===== src/rtl/jk_bank_ctrl.sv =====
// Command-driven controller for a bank of JK flip-flops with masked set/reset/toggle and counting.
// Define JK_BANK_DOWN_COUNT_EN to enable the COUNT_DOWN opcode (101); otherwise it is rejected as illegal.
module jk_bank_ctrl #(
    parameter int WIDTH = 4,
    parameter int CNT_W = 8
) (
    input  logic             clk,
    input  logic             rst,
    input  logic             cmd_valid,
    output logic             cmd_ready,
    input  logic [2:0]       cmd_op,
    input  logic [WIDTH-1:0] cmd_mask,
    input  logic [CNT_W-1:0] cmd_len,
    output logic [WIDTH-1:0] q,
    output logic [WIDTH-1:0] qb,
    output logic             busy,
    output logic             done,
    output logic             wrap,
    output logic             err
);

    typedef enum logic [1:0] {IDLE, APPLY, COUNT, DONE} state_t;

    localparam logic [2:0] OP_SET    = 3'b001;
    localparam logic [2:0] OP_RESET  = 3'b010;
    localparam logic [2:0] OP_TOGGLE = 3'b011;
    localparam logic [2:0] OP_UP     = 3'b100;
`ifdef JK_BANK_DOWN_COUNT_EN
    localparam logic [2:0] OP_DOWN   = 3'b101;
`endif

    state_t           state;
    logic [2:0]       op_r;
    logic [WIDTH-1:0] mask_r;
    logic [CNT_W-1:0] cnt;
    logic [WIDTH-1:0] j;
    logic [WIDTH-1:0] k;
    logic [WIDTH-1:0] t_up;
    logic             up_carry;
    logic             cmd_apply;
    logic             cmd_count;
    logic             roll;
`ifdef JK_BANK_DOWN_COUNT_EN
    logic [WIDTH-1:0] t_down;
    logic             down_borrow;
`endif

    assign qb        = ~q;
    assign busy      = (state != IDLE);
    assign cmd_ready = (state == IDLE);

    // Ripple T-enables: a bit flips when every lower bit is 1 (up) or 0 (down).
    always_comb begin
        up_carry = 1'b1;
        t_up     = '0;
        for (int i = 0; i < WIDTH; i++) begin
            t_up[i]  = up_carry;
            up_carry = up_carry & q[i];
        end
    end

`ifdef JK_BANK_DOWN_COUNT_EN
    always_comb begin
        down_borrow = 1'b1;
        t_down      = '0;
        for (int i = 0; i < WIDTH; i++) begin
            t_down[i]   = down_borrow;
            down_borrow = down_borrow & qb[i];
        end
    end
`endif

    always_comb begin
        cmd_apply = (cmd_op[2] == 1'b0);
`ifdef JK_BANK_DOWN_COUNT_EN
        cmd_count = (cmd_op == OP_UP) || (cmd_op == OP_DOWN);
`else
        cmd_count = (cmd_op == OP_UP);
`endif
    end

    always_comb begin
        j    = '0;
        k    = '0;
        roll = 1'b0;
        case (state)
            APPLY: begin
                case (op_r)
                    OP_SET:    j = mask_r;
                    OP_RESET:  k = mask_r;
                    OP_TOGGLE: begin
                        j = mask_r;
                        k = mask_r;
                    end
                    default: ;
                endcase
            end
            COUNT: begin
`ifdef JK_BANK_DOWN_COUNT_EN
                if (op_r == OP_DOWN) begin
                    j    = t_down;
                    k    = t_down;
                    roll = (q == '0);
                end else begin
                    j    = t_up;
                    k    = t_up;
                    roll = (&q);
                end
`else
                j    = t_up;
                k    = t_up;
                roll = (&q);
`endif
            end
            default: ;
        endcase
    end

    // Status pulses are set on the edge that enters DONE so they coincide with the DONE cycle.
    always_ff @(posedge clk) begin
        if (rst) begin
            state  <= IDLE;
            q      <= '0;
            op_r   <= '0;
            mask_r <= '0;
            cnt    <= '0;
            done   <= 1'b0;
            wrap   <= 1'b0;
            err    <= 1'b0;
        end else begin
            q    <= (j & ~q) | (~k & q);
            done <= 1'b0;
            wrap <= 1'b0;
            err  <= 1'b0;
            case (state)
                IDLE: begin
                    if (cmd_valid) begin
                        op_r   <= cmd_op;
                        mask_r <= cmd_mask;
                        cnt    <= cmd_len;
                        if (cmd_apply) begin
                            state <= APPLY;
                        end else if (cmd_count && (cmd_len != '0)) begin
                            state <= COUNT;
                        end else begin
                            state <= DONE;
                            done  <= 1'b1;
                            err   <= ~cmd_count;
                        end
                    end
                end
                APPLY: begin
                    state <= DONE;
                    done  <= 1'b1;
                end
                COUNT: begin
                    wrap <= roll;
                    cnt  <= cnt - 1'b1;
                    if (cnt == CNT_W'(1)) begin
                        state <= DONE;
                        done  <= 1'b1;
                    end
                end
                DONE:    state <= IDLE;
                default: state <= IDLE;
            endcase
        end
    end

endmodule


===== config.mk =====
export PLATFORM = sky130hd
export DESIGN_NAME = jk_bank_ctrl
export DESIGN_NICKNAME = d
export VERILOG_FILES = /design/src/rtl/jk_bank_ctrl.sv
export SDC_FILE = /design/constraint.sdc
export NUM_CORES = 1
export LEC_CHECK = 0
export BUFFER_PORTS_ARGS = -buffer_cell sky130_fd_sc_hd__clkbuf_2
export CAP_MARGIN = 40
export CORE_MARGIN = 2
export CORE_UTILIZATION = 50
export DETAILED_ROUTE_END_ITERATION = 16
export PLACE_DENSITY = 0.75
export REMOVE_ABC_BUFFERS = 1
export SLEW_MARGIN = 20
export SYNTH_ARGS = -nofsm -noshare
export SYNTH_HDL_FRONTEND = slang
export SYNTH_SLANG_ARGS = --single-unit

===== constraint.sdc =====
create_clock -name clk -period 5.42 [get_ports clk]
set_input_delay 1.355 -clock clk [delete_from_list [all_inputs] [get_ports clk]]
set_output_delay 1.355 -clock clk [all_outputs]
set_load 0.01 [all_outputs]

==> impl_results.md <==
* Count leader, synth: dfxtp_1
* Inst Count DP at ~220
* DR vias at ~1300
* Setup TNS at 0 ps
* DRT Pass-1 Iters at 4
* Drc violations at 0
* Num rows at 18
* Area Growth Syn to Fin at 15.7%
* Met3 WL at ~150 microns
* Uppermost routed layer: met4
* Sequential share of the synthesized area at 0.367
* Initial antenna violation count at 0
* Crit path launch type: register
* Grt ovf at 0
* Synth Area per Inst at ~8.0 sq um
* Clk sink count at 24
* Die Span X at about 55 microns
* Worst skew pair latency at ~320 ps
* Synthesized cell area at between 1000 and 1500 sq um
* Clock power share at 0.183
* Comb pwr share at 0.464
* Final Core Density at 0.611
* Post-route ant nets at 0
* Max rail drop VDD at approximately 0.42 mV
* Status: finished, final reports clean
* Largest net degree at the start of global routing at 27
* Starting Density at 0.528
* Yosys reg bits at 24
* Cell Int Power at 420 uW
* DR iter-0 viols at 29
* Worst min-delay path category: reg2reg
* Max cap viols at 0
* Post-synth top flop: dfxtp_1
* Worst-Margin Slew at about 700 ps
* CTS tree: done
* Post-DP HPWL at between 2000 and 2500 microns
* Gr usage total at 0.222
* Worst hold slack at between 400 and 500 ps
* Leak pwr at 0.650 nW
* Slew Viols, Final at 0
* Clock Path Buffers at 2
* Setup CP Type: reg2out
* Ys Warns at 0
* Switching fraction of total power at 0.422
* Post-synth EDFFs at 0
* Via density per instance at roughly 6
* Root buffer cell: clkbuf_4
* Number of global-route vias before repair at about 1100
* Cell count after synthesis at between 150 and 200
* Seq pwr share at 0.354
* Post-cts sizing count at 0
* CTS Hold Bufs at 0
* Fin cells at ~220
* Post-CTS Setup Inserts at 0
* Final worst-path cycle share at 0.536
* Tot Pwr at ~730 uW
* PortBufs at 30
* Final hold viol count at 0
* Die extent in y at around 55 microns
* Slew HR at 0.534
* Routed WL per cell at ~14 microns
* Routed WL at around 3100 microns
* Power Density at slightly below 500 nW/um^2
* Fill count at 242
* Share of cells above drive strength 1 at 0.196
* Placed instance area at between 1000 and 1500 sq um
* CTS Buf Count at 3
* Final setup viols at 0
* Worst Path Required at 4070 ps
* Total number of H-tree levels at 1
* Post-synth cell types at 41
* Num ports at 31
* Clock Skew at about 1.4 ps
* RePlAce Congestion at 0.840
* Final #Nets at around 210
* FMAX at approximately 0.34 GHz
* First-pass GRT wire length at 4820 microns
* Clock slew at reported path FFs at 140 ps
* Worst Setup End Kind: primary output
* Ant. Diodes at 0
* Share of the synthesized area in the top cell type at 0.367
* Top cells by area, synth: dfxtp_1 37%, a21oi_1 7.6%, ha_1 5.7%
* CP Max Fanout at 15
* Die ar. at between 3000 and 4000 sq um
* Psw at 307 uW
* Dominant cell type by area after synthesis: dfxtp_1
* M1 wire length at 1420 microns
* Most frequent cells after synthesis: 24 x dfxtp_1, 20 x a21oi_1, 16 x nand2_1, 12 x inv_1, 9 x nand3_1
* Core ar. at around 2500 sq um
* Minimum clock period at 2910 ps
* Ys async rst share at 0
* Unrepaired setup endpoints after global routing: false
* Data arrival, critical path at about 1600 ps
* Design Area, Final at around 1500 sq um
* Met2 WL post-DR at roughly 1500 microns
* Final worst setup slack at roughly 2500 ps
* Post-place setup slack at 2730 ps
[layer usage]
metal  track usage  up-vias
li1              -      648
met1         0.279      628
met2         0.379       35
met3        0.0376        4
met4        0.0854        0
met5             0        -
[cell families (layout without fill, tap and decap cells)]
| logic type | count (synthesis) | after routing | synth area share |
|---|---|---|---|
| multiplexers | 2 | 2 | 0.0153 |
| AND/OR/NAND/NOR | 54 | 54 | 0.212 |
| buffers and inverters | 21 | 46 | 0.0612 |
| adder cells (fa/ha/maj) | 6 | 6 | 0.0574 |
| flip-flops | 24 | 24 | 0.367 |
| AO/OA/AOI/OAI | 57 | 57 | 0.287 |
[state kept, by name, summed over array words and instances (netlist names)]
signal,cells
op_r,3
mask_r,4
state,2
cnt,8
done,1
wrap,1
err,1
q,4
[worst paths after layout]
path	slack, ps	depth (start not counted)	from	to
hold / removal	490	2	op_r[0]	op_r[0]
hold reg to reg	490	2	op_r[0]	op_r[0]
setup / recovery	2510	4	state[1]	busy
setup reg to reg	2960	6	state[0]	cnt[0]
[power by group through the flow]
stage,logic [mW],registers (mW),clock network [mW]
after floorplan,0.245,0.252,0
after global placement,0.324,0.257,0
after detailed placement,0.332,0.259,0
after CTS,0.334,0.255,0.132
after global routing,0.376,0.262,0.141
final,0.337,0.257,0.133
[cells in the final DEF (no fill, tap or decap), types with 2 or more instances in the layout]
master,Yosys,routed
clkbuf_2,0,30
dfxtp_1,24,24
a21oi_1,20,20
nand2_1,16,16
inv_1,12,12
nand3_1,9,9
o21ai_0,8,8
nor2_1,8,8
a21o_1,6,6
ha_1,6,6
nor3_1,4,4
a311oi_1,4,4
nor4_1,4,4
clkbuf_4,0,3
mux2i_1,2,2
a31oi_1,2,2
nor2b_1,2,2
o31ai_1,2,2
nand2b_1,2,2
a211oi_1,2,2
a22o_1,2,2
[final cells by class]
cell class	instances	area, sq um	share of cell area
Sequential cell	24	480	0.317
Clock inverter	1	30.0	0.0198
Inverter	12	45.0	0.0298
Multi-Input combinational cell	119	748	0.494
Clock buffer	3	22.5	0.0149
Timing Repair Buffer	30	150	0.0992
Tap cell	30	37.5	0.0248
[critical path, stage by stage (launching register included)]
cell and delay, ps:
dfxtp_1 350, inv_1 110, ha_1 500, inv_1 120
clkbuf_2 150
Power figures use the tool's default switching activity.
